`config.mk`:
```
export PLATFORM = sky130hd
export DESIGN_NAME = button_req_capture
export DESIGN_NICKNAME = d
export VERILOG_FILES = /design/src/rtl/button_req_capture.sv
export SDC_FILE = /design/constraint.sdc
export NUM_CORES = 1
export LEC_CHECK = 0
export BUFFER_PORTS_ARGS = -buffer_cell sky130_fd_sc_hd__buf_2
export CELL_PAD_IN_SITES_DETAIL_PLACEMENT = 1
export CELL_PAD_IN_SITES_GLOBAL_PLACEMENT = 2
export CORE_MARGIN = 2
export CORE_UTILIZATION = 41
export DETAILED_ROUTE_END_ITERATION = 8
export PLACE_DENSITY = 0.81
export SLEW_MARGIN = 40
export SYNTH_ARGS = -nofsm -noshare
export SYNTH_HDL_FRONTEND = slang
export SYNTH_SLANG_ARGS = --single-unit
```
`constraint.sdc`:
```
create_clock -name clk -period 3.82 [get_ports clk]
set_clock_uncertainty 0.05 [all_clocks]
set_input_delay 0.573 -clock clk [delete_from_list [all_inputs] [get_ports clk]]
set_output_delay 0.573 -clock clk [all_outputs]
set_load 0.02 [all_outputs]
```
`src/rtl/button_req_capture.sv`:
```
// Four-button front end: synchronise, debounce, latch presses as pending requests,
// and offer them one at a time (bit 3 highest) over a valid/ready handshake.
module button_req_capture #(
  parameter int DEB_CYCLES = 4,
  parameter int DEB_W      = 3
) (
  input  logic       clk,
  input  logic       rst,
  input  logic [3:0] btn,
  input  logic       req_ready,
  output logic [3:0] req_onehot,
  output logic       req_valid,
  output logic [3:0] pending,
  output logic       overrun
);

  localparam logic [DEB_W-1:0] CNT_LAST = DEB_W'(DEB_CYCLES - 1);

  typedef enum logic {IDLE, OFFER} state_t;

  logic [3:0] sync1_reg;
  logic [3:0] sync2_reg;
  logic [3:0] deb_level;
  logic [3:0] rise;
  logic [3:0] pending_reg;
  logic [3:0] pending_next;
  logic [3:0] clr;
  logic       overrun_reg;
  logic       overrun_next;
  logic [3:0] top_pick;
  logic [3:0] req_onehot_reg;
  logic       req_valid_reg;
  state_t     state_reg;

  always_ff @(posedge clk or posedge rst) begin
    if (rst) begin
      sync1_reg <= '0;
      sync2_reg <= '0;
    end else begin
      sync1_reg <= btn;
      sync2_reg <= sync1_reg;
    end
  end

  genvar gi;
  generate
    for (gi = 0; gi < 4; gi++) begin : g_deb
      logic [DEB_W-1:0] cnt_reg;
      logic             deb_reg;

      always_ff @(posedge clk or posedge rst) begin
        if (rst) begin
          cnt_reg <= '0;
          deb_reg <= 1'b0;
        end else if (sync2_reg[gi] == deb_reg) begin
          cnt_reg <= '0;
        end else if (cnt_reg == CNT_LAST) begin
          deb_reg <= sync2_reg[gi];
          cnt_reg <= '0;
        end else begin
          cnt_reg <= cnt_reg + DEB_W'(1);
        end
      end

      assign deb_level[gi] = deb_reg;
      // True on exactly the edge where the debounced level flips 0->1.
      assign rise[gi] = ~deb_reg & sync2_reg[gi] & (cnt_reg == CNT_LAST);
    end
  endgenerate

  always_comb begin
    clr          = (state_reg == OFFER && req_ready) ? req_onehot_reg : 4'b0000;
    // A press landing on its own acceptance edge keeps the bit set and is not an overrun.
    pending_next = (pending_reg & ~clr) | rise;
    overrun_next = |(rise & pending_reg & ~clr);
  end

  always_comb begin
    top_pick = 4'b0000;
    if (pending_reg[3])      top_pick = 4'b1000;
    else if (pending_reg[2]) top_pick = 4'b0100;
    else if (pending_reg[1]) top_pick = 4'b0010;
    else if (pending_reg[0]) top_pick = 4'b0001;
  end

  always_ff @(posedge clk or posedge rst) begin
    if (rst) begin
      pending_reg <= '0;
      overrun_reg <= 1'b0;
    end else begin
      pending_reg <= pending_next;
      overrun_reg <= overrun_next;
    end
  end

  always_ff @(posedge clk or posedge rst) begin
    if (rst) begin
      state_reg      <= IDLE;
      req_onehot_reg <= '0;
      req_valid_reg  <= 1'b0;
    end else begin
      case (state_reg)
        IDLE: begin
          if (pending_reg != 4'b0000) begin
            req_onehot_reg <= top_pick;
            req_valid_reg  <= 1'b1;
            state_reg      <= OFFER;
          end
        end
        OFFER: begin
          if (req_ready) begin
            req_onehot_reg <= '0;
            req_valid_reg  <= 1'b0;
            state_reg      <= IDLE;
          end
        end
        default: begin
          req_onehot_reg <= '0;
          req_valid_reg  <= 1'b0;
          state_reg      <= IDLE;
        end
      endcase
    end
  end

  assign req_onehot = req_onehot_reg;
  assign req_valid  = req_valid_reg;
  assign pending    = pending_reg;
  assign overrun    = overrun_reg;

endmodule

```
# ---- Word-level counts from Yosys, hierarchy flattened
# Cells that the tools add are included.
dict set report word_totals {
  register_bits 35
  in_bits 7
  out_inout_bits 10
  word_cells 81
}
dict set report classes {
  addsub 4
  n_eq_ne 10
  muxes 22
  bitwise 22
  n_reduce_logical 8
}
# cell count
set ops {}
lappend ops {{$mux W3} 9}
lappend ops {{$mux W4} 4}
lappend ops {{$add A3 B1 Y3 const B} 4}
lappend ops {{$and A4 B4 Y4} 3}
lappend ops {{$eq A3 B2 Y1 const B} 4}
lappend ops {{$reduce_and A2 Y1} 5}
lappend ops {{$not A1 Y1} 9}
lappend ops {{$and A1 B1 Y1} 8}
lappend ops {{$pmux W4 S2} 1}
lappend ops {{$mux W1} 5}
lappend ops {{$eq A1 B1 Y1} 4}
lappend ops {{$ne A2 B2 Y1 const B} 2}
lappend ops {{$not A4 Y4} 1}
lappend ops {{$or A4 B4 Y4} 1}
lappend ops {{$pmux W1 S2} 2}
lappend ops {{$reduce_bool A4 Y1} 1}
lappend ops {{$reduce_or A4 Y1} 1}
lappend ops {{$mux W2} 1}
lappend ops {{$logic_and A1 B1 Y1} 1}

# ---- Depth between registers and ports, before layout
# Gate-level depths: netlist of run 1.
dict set report depth {
  word_depth 6
  mapped_depth 4
  depth_no_buf 4
}

# ---- Least setup slack after synthesis of run 1
# OpenSTA, ideal clock, no wires.
dict set report synth_timing {
  kind {register -> register}
  startpoint {register pending_reg[2], in the netlist pending[2]}
  endpoint {register req_onehot_reg[2], in the netlist req_onehot[2]}
  arrival_ns 1.327
  required_time_ns 3.705
  slack_ns 2.379
  path_stages_with_launch 4
  synth_period_minus_slack_ns 1.441
  cell_sequence {dfrtp_1 or4_4 o21bai_4 a22o_2}
}
dict set report synth_between {
  elab_chain_len 4
  elab_cells_between_ends 7
  cone_classes {eq/ne: 1; mux: 4; reduce/logical: 2}
}
# element line_no
set synth_lines {}
lappend synth_lines {{start: declaration} 25} ;# logic [3:0] pending_reg;
lappend synth_lines {{start signal: assignment} 91} ;# pending_reg <= pending_next;
lappend synth_lines {{$mux W3} 81} ;# else if (pending_reg[2]) top_pick = 4'b0100;
lappend synth_lines {{$mux W4} 80} ;# if (pending_reg[3]) top_pick = 4'b1000;
lappend synth_lines {{$mux W4} 104} ;# if (pending_reg != 4'b0000) begin
lappend synth_lines {{$pmux W4 S2} 102} ;# case (state_reg)
lappend synth_lines {{end signal: assignment} 105} ;# req_onehot_reg <= top_pick;
lappend synth_lines {{end: declaration} 31} ;# logic [3:0] req_onehot_reg;
# Several ways; a longest one is shown, not always the timed one. The select of a mux whose other input is x is not followed.
# A chain may end at the register's enable or synchronous reset.

# ---- Worst setup path after layout of run 1
dict set report layout_timing {
  startpoint {register pending_reg[2], in the netlist pending[2]}
  endpoint {output port pending[2]}
}
# element line_no
set layout_lines {}
lappend layout_lines {{end: declaration} 13} ;# output logic [3:0] pending,
# No word-level cell between the ends.

==> metrics.cfg, run 1 <==
[die]
fp.dieH_um = 62.4
die_area_um2 = 3900
core_um2 = 3310
ios = 17
rows = 21
start_util_pct = 42.3
die_w_um = 62.4

[route]
totalWireLength_mm = 2.59
first_pass_iters = 2
wl_per_cell_um = 14.8
postRouteAntennaNets = 0
vias_per_cell = 5.02
drt_iter0_drc = 36
route.vias.total = 879
drc = 0

[global_routing]
grt.total_usage_pct = 15.5
grt-ovfl-total = 0
grt_start_max_net_pins = 26
antenna_found_initial = 0
grt_pass1_vias = 982
grt_pass1_wl_mm = 4.56

[synth]
yosys.area.top_type = dfrtp_1
yosysSeqAreaShare_pct = 62.6
synth_top_area_share_pct = 62.6
syn_inst = 106
synth_area_per_cell_um2 = 13.2
synth_cell_types = 21
yosysWarnings = 0
syn-num-nets = 121
yosys-top-cells-area = dfrtp_1 (63%), ha_1 (7.1%), nor3b_1 (4.3%), nor2b_1 (4.0%), mux2_2 (3.2%)
syn_area_um2 = 1400
synth_seq_cells = 35

[worst_setup_path]
worstSetupPathType = reg -> out
crit_required_ps = 3200
r2r-start = g_deb[3].cnt_reg[0]
worstSetupStartpointType = flip-flop
path_cells = buf_2
worst-path-buf-inv = 1
worst_setup_path_end_kind = primary output
cp_max_fo = 8
arrival_ps = 1080
cp_slowest_cell = dfrtp_1
critPathTopFamily = flip-flops
critPathLaunch = pending[2]
critPathMaxStageDelay_ps = 520

[placed_design]
dp_cells = 168
dp_hpwl_mm = 1.93
io_buffers = 16
gp_congestion = 0.774

[final_layout]
layout.nets = 144
fillers = 376
area_delta_synth_final_pct = 13.6
largest_register_ff_count = 12
diodes = 0
drive_above_1_share_pct = 27.1
utilization_pct = 48.0
fin_cells = 175

[pwr]
p_leak_nw = 0.774
ir_drop_mv = 0.254
power_density_nw_per_um2 = 728

[sta]
fmax_ghz = 0.587
hold_violations = 0
fin_crit_ps = 1700
relSlewSlack_pct = 66.2
setup_tns_ps = 0
rsz0062_at_grt = no
worst_pin_slew_ps = 506
setup_viol = 0
period_share_pct = 44.6
whs_ps = 206
drv_slew = 0

[clocking]
clock_sinks = 35
tritoncts = done
ctsResizeCount = 0
cts.path.max_buffers = 2
cts_root_buffer = clkbuf_4
h-tree-depth = 2
ctsHoldBuffers = 0
path_clk_slew_ps = 100
numCtsBuffers = 5
post_cts_buffers = 0
clk_latency_ps = 330

[run_status]
status = finished, final reports clean

[run]
maxCapViolations = 0

[min_path]
hold_class = in -> async

==> stage by stage <==
step / setup WS, ps / cell area (µm²) / power [mW]
3_3_place_gp: 2260 / 1530 / 0.939
6_report: 2120 / 1590 / 1.16
2_1_floorplan: 2380 / 1400 / 0.849
3_5_place_dp: 2280 / 1530 / 0.973
4_1_cts: 2110 / 1590 / 1.17
5_1_grt: 2060 / 1590 / 1.24
==> per-layer routing <==
metal,share of wire (%),vias to the layer above,GRT usage [%],wire length (µm)
met5,0,-,0,0
met4,1.8,0,6.67,46
met3,4.8,5,5.95,124
met2,47,19,25.0,1210
met1,47,431,18.5,1210
li1,-,424,-,-
==> synth_stat cells, drive strengths merged <==
library cell and number:
nor2b 9, dfrtp 35, and2b 1, nand4 5, buf 1, ha 8
nand3 4, nor3b 8, nor2 3, nor3 4, nand2b 1, nand2 3
o21bai 1, nor4 2, a22o 6, mux2 4, o21ai 2, or4 1
inv 5, a21oi 3
==> path summary, 6_finish.rpt <==
path	endpoint	slack (ps)	cells past startpoint
max in group asynchronous	req_onehot[3]	2970	3
min in group clk	sync1_reg[2]	290	1
worst max-delay path	pending[2]	2120	1
worst max register to register	g_deb[3].deb_reg	2250	4
worst min-delay path	sync2_reg[1]	210	2
worst min register to register	sync2_reg[2]	310	0
==> worst register-to-register path: cells and delay by family, from the launching register on <==
kind / cells / cell delay, ps
DFF: 1 / 380
adders and majority gates: 1 / 180
muxes: 1 / 330
and+or+nand+nor: 2 / 530
==> report_power, final <==
group | internal, mW | total [mW] | switching, mW
clock | 0.0852 | 0.199 | 0.113
sequential | 0.477 | 0.588 | 0.111
combinational | 0.174 | 0.372 | 0.198
total | 0.736 | 1.16 | 0.422
==> area by class of cell <==
class / count / area, µm² / share of cell area, %
Sequential cell: 35 / 876 / 55.1
Multi-Input combinational cell: 65 / 494 / 31.1
Clock buffer: 6 / 51.3 / 3.23
Inverter: 5 / 18.8 / 1.18
Timing Repair Buffer: 17 / 87.6 / 5.51
Clock inverter: 1 / 5.00 / 0.315
Tap cell: 46 / 57.6 / 3.62
==> cell usage in the layout, fill, tap and decap left out <==
master | netlist | final
dfrtp_1 | 35 | 35
buf_2 | 0 | 16
nor2b_1 | 9 | 9
nor3b_1 | 8 | 8
ha_1 | 8 | 8
nand4_1 | 5 | 5
clkbuf_4 | 0 | 5
inv_1 | 5 | 4
nand3_1 | 4 | 4
nor3_1 | 4 | 4
mux2_2 | 4 | 4
a22o_2 | 3 | 3
a22o_1 | 3 | 3
nor2_1 | 3 | 3
a21oi_1 | 3 | 3
nand2_1 | 3 | 3
nor4_1 | 2 | 2
o21ai_0 | 2 | 2
or4_4 | 1 | 1
inv_2 | 0 | 1
and2b_2 | 1 | 1
o21bai_4 | 1 | 1
nand2b_1 | 1 | 1
clkbuf_8 | 0 | 1
clkinv_2 | 0 | 1
buf_4 | 0 | 1
==> kinds of logic after synthesis <==
| family | after synthesis | synth area share, % |
|---|---|---|
| AO/OA/AOI/OAI | 12 | 7.15 |
| adder cells (fa/ha/maj) | 8 | 7.15 |
| buffers and inverters | 6 | 2.14 |
| flip-flops | 35 | 62.6 |
| multiplexers | 4 | 3.22 |
| AND/OR/NAND/NOR | 41 | 17.8 |
Power figures use the tool's default switching activity.
==> run 2, diff against run 1 <==
--- a/config.mk
+++ b/config.mk
@@ -5,13 +5,14 @@
 export SDC_FILE = /design/constraint.sdc
 export NUM_CORES = 1
 export LEC_CHECK = 0
+export ABC_AREA = 1
 export BUFFER_PORTS_ARGS = -buffer_cell sky130_fd_sc_hd__buf_2
 export CELL_PAD_IN_SITES_DETAIL_PLACEMENT = 1
 export CELL_PAD_IN_SITES_GLOBAL_PLACEMENT = 2
 export CORE_MARGIN = 2
-export CORE_UTILIZATION = 41
+export CORE_UTILIZATION = 35
 export DETAILED_ROUTE_END_ITERATION = 8
-export PLACE_DENSITY = 0.81
+export PLACE_DENSITY = 0.76
 export SLEW_MARGIN = 40
 export SYNTH_ARGS = -nofsm -noshare
 export SYNTH_HDL_FRONTEND = slang
==> constraint.sdc (replaced) <==
create_clock -name clk -period 1.6 [get_ports clk]
set_clock_uncertainty 0.05 [all_clocks]
set_input_delay 0.24 -clock clk [delete_from_list [all_inputs] [get_ports clk]]
set_output_delay 0.24 -clock clk [all_outputs]
set_load 0.02 [all_outputs]
==> metrics.cfg, run 2 <==
[run_status]
status = finished with violations  ; was finished, final reports clean
violations = hold timing

[worst_setup_path]
rr_worst_depth = 5  ; was 4
critPathLaunch = sync2_reg[1]  ; was pending[2]
worst_setup_path_end_kind = flip-flop  ; was primary output
critPathMaxStageDelay_ps = 400  ; was 520 ps
r2r-start = sync2_reg[1]  ; was g_deb[3].cnt_reg[0]
path_cells = ha_1 > inv_1 > nand3_1 > nor2_1 > a21oi_1  ; was buf_2
worstSetupStartpointType = flip-flop  ; unchanged
worstSetupPathType = reg -> reg  ; was reg -> out
crit_required_ps = 1720  ; was 3200 ps
r2r_slack_ps = 370  ; was 2250 ps
rr_endpoint = g_deb[1].deb_reg  ; was g_deb[3].deb_reg
arrival_ps = 1350  ; was 1080 ps
cp_slowest_cell = dfrtp_1  ; unchanged
cp_max_fo = 2  ; was 8
crit_path_end = g_deb[1].deb_reg  ; was pending[2]

[global_routing]
antenna_found_initial = 0  ; unchanged
grt.total_usage_pct = 14.1  ; was 15.5%
grt-ovfl-total = 0  ; unchanged
grt_pass1_vias = 1073  ; was 982
grt_start_max_net_pins = 36  ; was 26
grt_pass1_wl_mm = 4.42  ; was 4.56 mm

[sta]
drv_slew = 0  ; unchanged
fin_ws_ps = 369  ; was 2120 ps
worst_pin_slew_ps = 435  ; was 506 ps
fin_crit_ps = 1230
relSlewSlack_pct = 71.0  ; was 66.2%
setup_tns_ps = 0  ; unchanged
hold_violations = 9  ; was 0
period_share_pct = 76.9
whs_ps = -1.74  ; was 206 ps
fmax_ghz = 0.812
rsz0062_at_grt = no  ; unchanged
setup_viol = 0  ; unchanged

[synth]
synth_area_per_cell_um2 = 9.92  ; was 13.2 µm²
yosys-top-cells-count = dfrtp_1 (35), nor2_1 (25), nand2_1 (24)  ; was dfrtp_1 (35), nor2b_1 (9), ha_1 (8), nor3b_1 (8)
syn-num-nets = 154  ; was 121
yosysMostFrequentCell = dfrtp_1  ; unchanged
ys.flop_type = dfrtp_1  ; unchanged
syn_area_um2 = 1380  ; was 1400 µm²
yosysWarnings = 0  ; unchanged
yosysSeqAreaShare_pct = 63.5  ; was 62.6%
yosys-top-cells-area = dfrtp_1 (64%), ha_1 (7.3%), nor2_1 (6.8%), nand2_1 (6.5%), inv_1 (5.4%)  ; was dfrtp_1 (63%), ha_1 (7.1%), nor3b_1 (4.3%), nor2b_1 (4.0%), mux2_2 (3.2%)
syn_inst = 139  ; was 106
yosys.area.top_type = dfrtp_1  ; unchanged
synth_seq_cells = 35  ; unchanged
synth_cell_types = 11  ; was 21
synth_top_area_share_pct = 63.5  ; was 62.6%
synth-edff-count = 0  ; unchanged
async_reset_ff_share_pct = 100  ; unchanged

[final_layout]
largest_register_ff_count = 12  ; unchanged
area_delta_synth_final_pct = 20.9  ; was 13.6%
layout.cells.most_common = dfrtp_1  ; unchanged
drive_above_1_share_pct = 14.9  ; was 27.1%
diodes = 0  ; unchanged
layout_common_cells = dfrtp_1 (35), nor2_1 (25), nand2_1 (24), inv_1 (20), buf_2 (16)  ; was dfrtp_1 (35), buf_2 (16), nor2b_1 (9), nor3b_1 (8), ha_1 (8)
layout.nets = 182  ; was 144

[min_path]
hold_class = in -> async  ; unchanged

[pwr]
switching_share_pct = 36.3  ; was 36.4%
power_density_nw_per_um2 = 1740  ; was 728 nW/µm²
ir_drop_mv = 0.591  ; was 0.254 mV
combPwrFrac_pct = 31.0  ; was 32.1%
clkPwrFrac_pct = 23.7  ; was 17.1%
p_leak_nw = 0.883  ; was 0.774 nW
p_switching_mw = 1.05  ; was 0.422 mW
p_seq_share_pct = 45.3  ; was 50.8%
internal_power_mw = 1.85  ; was 0.736 mW
power.total_mw = 2.91  ; was 1.16 mW

[route]
first_pass_iters = 4  ; was 2
vias_per_cell = 4.63  ; was 5.02
wl_per_cell_um = 11.6  ; was 14.8 µm
totalWireLength_mm = 2.51  ; was 2.59 mm
postRouteAntennaNets = 0  ; unchanged
drc = 0  ; unchanged
drt_iter0_drc = 34  ; was 36
route.vias.total = 1000  ; was 879

[clocking]
ctsResizeCount = 0  ; unchanged
numCtsBuffers = 5  ; unchanged
tritoncts = done  ; unchanged
clk_latency_ps = 290  ; was 330 ps
ctsHoldBuffers = 4  ; was 0
cts_root_buffer = clkbuf_8  ; was clkbuf_4
h-tree-depth = 2  ; unchanged
clock_sinks = 35  ; unchanged
path_clk_slew_ps = 70  ; was 100 ps
post_cts_buffers = 0  ; unchanged
cts.path.max_buffers = 2  ; unchanged

[placed_design]
gp_congestion = 0.719  ; was 0.774
place_ws_ps = 361  ; was 2280 ps
io_buffers = 16  ; unchanged
dp_hpwl_mm = 1.92  ; was 1.93 mm

[die]
rows = 22  ; was 21
start_util_pct = 37.1  ; was 42.3%
core_um2 = 3720  ; was 3310 µm²
die_w_um = 66.8  ; was 62.4 µm
die_area_um2 = 4460  ; was 3900 µm²
fp.dieH_um = 66.8  ; was 62.4 µm
ios = 17  ; unchanged

[run]
maxCapViolations = 0  ; unchanged

-- run 2: cell count changes in the layout (fill, tap and decap cells not counted), sizes merged, moves of 3 or more --
| cell | previous run | this run |
|---|---|---|
| dlygate4sd3 | 0 | 4 |
| nand2 | 3 | 25 |
| a22o | 6 | 0 |
| nand4 | 5 | 0 |
| nor3b | 8 | 0 |
| o21ai | 2 | 5 |
| mux2 | 4 | 0 |
| inv | 5 | 20 |
| nor2 | 3 | 25 |
| nand3 | 4 | 14 |
| nor2b | 9 | 0 |
-- run 2: power by group through the flow --
stage                     sequential (mW)  combinational [mW]  clock (mW)
after floorplan                      1.41               0.537           0
after global placement               1.31               0.866           0
after detailed placement             1.34               0.920           0
after CTS                            1.32               0.931       0.724
after global routing                 1.35                1.06       0.759
final                                1.32               0.902       0.688
-- run 2: how the worst min path moves through the flow --
stage                               to  slack, ps         start
final                       pending[3]         -2           rst
after global routing      sync1_reg[1]         50           rst
after CTS                   pending[1]         10           rst
after detailed placement  sync2_reg[0]        290  sync1_reg[0]
after floorplan           sync1_reg[0]        220        btn[0]
after global placement    sync2_reg[0]        280  sync1_reg[0]
-- run 2: layout make-up --
cell class / instances / area, µm²
Clock buffer: 8 / 100
Inverter: 20 / 75.1
Multi-Input combinational cell: 84 / 428
Tap cell: 48 / 60.1
Sequential cell: 35 / 876
Timing Repair Buffer: 21 / 128
Fill cell: 448 / 2050
-- run 2: kinds of logic (layout without fill, tap and decap cells) --
logic type | after synthesis | after routing | synth area share (%)
AOI/OAI and AO/OA | 9 | 9 | 3.27
adders and majority gates | 8 | 8 | 7.26
buffers and inverters | 20 | 49 | 5.44
DFF | 35 | 35 | 63.5
and+or+nand+nor | 67 | 67 | 20.5
-- run 2: critical path, delay by kind of cell, from the launching register on --
kind / cells / cell delay (ps)
and+or+nand+nor: 2 / 230
DFF: 1 / 400
AOI/OAI and AO/OA: 1 / 50
adders and majority gates: 1 / 310
buffers and inverters: 1 / 70
-- run 2: metrics by stage --
stage / hold slack [ps] / cell area [µm²] / util, % / instances
final: -1.74 / 1670 / 44.8 / 216
after CTS: 11.5 / 1670 / 44.8 / 216
after global routing: 52.2 / 1670 / 44.8 / 216
after floorplan: 221 / 1380 / - / 139
after detailed placement: 286 / 1530 / 41.1 / 204
after global placement: 282 / 1530 / 41.1 / 204
-- run 2: metal layers --
layer / vias up / track usage (%) / share of wire (%)
li1: 489 / - / -
met1: 485 / 13.7 / 41
met2: 21 / 25.1 / 50
met3: 5 / 6.08 / 6.2
met4: 0 / 6.89 / 2.2
met5: - / 0 / 0
==> run 3, diff against run 2 <==
==> constraint.sdc (replaced) <==
create_clock -name clk -period 1.29 [get_ports clk]
set_clock_uncertainty 0.05 [all_clocks]
set_input_delay 0.1935 -clock clk [delete_from_list [all_inputs] [get_ports clk]]
set_output_delay 0.1935 -clock clk [all_outputs]
set_load 0.02 [all_outputs]
==> metrics.cfg, run 3 (same netlist as run 2, synthesis figures left out) <==
[run_status]
status = finished, final reports clean  ; was finished with violations

[global_routing]
met1_usage_pct = 14.4  ; was 13.7%
grt_pass1_vias = 1062  ; was 1073
grt_start_max_net_pins = 36  ; unchanged
antenna_found_initial = 0  ; unchanged
grt-ovfl-total = 0  ; unchanged
met3_usage_pct = 5.57  ; was 6.08%
grt.total_usage_pct = 13.7  ; was 14.1%
use_met2_pct = 23.6  ; was 25.1%
grt_pass1_wl_mm = 4.42  ; unchanged
grt_busiest_layer = met2  ; unchanged

[final_layout]
drive_above_1_share_pct = 16.6  ; was 14.9%
final_area_um2 = 1680  ; was 1670 µm²
diodes = 0  ; unchanged
layout_common_cells = dfrtp_1 (35), nand2_1 (24), nor2_1 (24), inv_1 (19), buf_2 (16)  ; was dfrtp_1 (35), nor2_1 (25), nand2_1 (24), inv_1 (20), buf_2 (16)
layout.nets = 183  ; was 182
layout.cells.most_common = dfrtp_1  ; unchanged
area_delta_synth_final_pct = 22.1  ; was 20.9%
largest_register_ff_count = 12  ; unchanged

[placed_design]
dp_hpwl_mm = 1.82  ; was 1.92 mm
place_area_um2 = 1530  ; unchanged
io_buffers = 16  ; unchanged
gp_congestion = 0.699  ; was 0.719
place_ws_ps = 48.5  ; was 361 ps

[route]
vias_per_cell = 4.55  ; was 4.63
totalWireLength_mm = 2.39  ; was 2.51 mm
wl_per_cell_um = 11.0  ; was 11.6 µm
drc = 0  ; unchanged
first_pass_iters = 3  ; was 4
postRouteAntennaNets = 0  ; unchanged
drt_iter0_drc = 28  ; was 34
route.vias.total = 988  ; was 1000

[pwr]
p_seq_share_pct = 45.0  ; was 45.3%
combPwrFrac_pct = 31.5  ; was 31.0%
power_density_nw_per_um2 = 2140  ; was 1740 nW/µm²
switching_share_pct = 36.2  ; was 36.3%
internal_power_mw = 2.30  ; was 1.85 mW
p_switching_mw = 1.31  ; was 1.05 mW
power.total_mw = 3.61  ; was 2.91 mW
p_leak_nw = 0.886  ; was 0.883 nW
clkPwrFrac_pct = 23.6  ; was 23.7%
ir_drop_mv = 0.658  ; was 0.591 mV

[worst_setup_path]
worstSetupStartpointType = flip-flop  ; unchanged
worst-path-buf-inv = 1  ; unchanged
worst_setup_path_end_kind = flip-flop  ; unchanged
cp_max_fo = 2  ; unchanged
critPathLaunch = sync2_reg[1]  ; unchanged
crit_required_ps = 1420  ; was 1720 ps
critPathMaxStageDelay_ps = 410  ; was 400 ps
worstSetupPathType = reg -> reg  ; unchanged
r2r-start = sync2_reg[1]  ; unchanged
path_cells = ha_1 > inv_2 > nand3_2 > nor2_2 > a21oi_1  ; was ha_1 > inv_1 > nand3_1 > nor2_1 > a21oi_1
cp_slowest_cell = dfrtp_1  ; unchanged
arrival_ps = 1330  ; was 1350 ps
critPathTopFamily = flip-flops  ; unchanged

[clocking]
post_cts_buffers = 0  ; unchanged
cts_root_buffer = clkbuf_8  ; unchanged
tritoncts = done  ; unchanged
path_clk_slew_ps = 70  ; about the same
cts.path.max_buffers = 2  ; unchanged
clk_latency_ps = 290  ; about the same
numCtsBuffers = 5  ; unchanged
h-tree-depth = 2  ; unchanged
clock_sinks = 35  ; unchanged

[min_path]
hold_class = in -> reg  ; was in -> async
hp-start = req_ready

[sta]
fin_ws_ps = 82.3  ; was 369 ps
drv_slew = 0  ; unchanged
fin_crit_ps = 1210  ; was 1230 ps
hold_violations = 0  ; was 9
relSlewSlack_pct = 71.8  ; was 71.0%
setup_viol = 0  ; unchanged
period_share_pct = 93.6  ; was 76.9%
fmax_ghz = 0.828  ; was 0.812 GHz
worst_pin_slew_ps = 423  ; was 435 ps

[die]
die_area_um2 = 4460  ; unchanged
ios = 17  ; unchanged
rows = 22  ; unchanged
die_w_um = 66.8  ; unchanged
core_um2 = 3720  ; unchanged
fp.dieH_um = 66.8  ; unchanged
start_util_pct = 37.1  ; unchanged

[run]
maxCapViolations = 0  ; unchanged

-- run 3: cell types whose count changed in the layout (fill, tap and decap cells not counted), sizes merged --
cell | before | now
dlygate4sd3 | 4 | 5
-- run 3: area by class of cell --
class | count | area, µm²
Inverter | 20 | 75.1
Timing Repair Buffer | 22 | 138
Multi-Input combinational cell | 84 | 435
Clock buffer | 8 | 100
Tap cell | 48 | 60.1
Sequential cell | 35 | 876
Fill cell | 446 | 2030
-- run 3: per-stage QoR --
stage               util (%)  std cells  hold WS, ps  TNS, ps
CTS                     45.1        217          108        0
global placement        41.1        204          252        0
floorplan                  -        139          175        0
finish                  45.3        217          122        0
detailed placement      41.1        204          254        0
global route            45.3        217          131    -5.98
-- run 3: power groups by stage --
stage	sequential (mW)	clock (mW)	combinational (mW)
finish	1.62	0.850	1.14
global route	1.67	0.936	1.32
CTS	1.63	0.879	1.16
detailed placement	1.65	0	1.15
global placement	1.63	0	1.07
floorplan	1.75	0	0.666
-- run 3: worst reg2reg max path, cell delays in order (launching register included) --
cell and delay (ps):
dfrtp_1 410, ha_1 330, inv_2 80, nand3_2 90, nor2_2 100, a21oi_1 50
-- run 3: timing repair --
action                                 4_1_cts  5_1_grt
endpoints found under the hold margin       39        0
gates resized for setup                      0        3
setup endpoints to repair                    0        1
hold buffers                                 5        0
-- run 3: per-layer routing --
metal	part of all wire (%)	routed length [µm]	up-vias
met5	0	0	-
met4	2.4	57	0
met3	5.6	134	7
met2	47	1120	20
met1	45	1080	468
li1	-	-	493
-- run 3: worst paths after layout --
check / to / cells after the start / slack [ps]
setup / recovery: g_deb[1].deb_reg / 5 / 80
hold / removal: state_reg / 2 / 120
setup reg to reg: g_deb[1].deb_reg / 5 / 80
hold reg to reg: sync2_reg[0] / 0 / 300
max in group asynchronous: g_deb[2].cnt_reg[0] / 4 / 390
min in group asynchronous: g_deb[1].cnt_reg[0] / 4 / 500
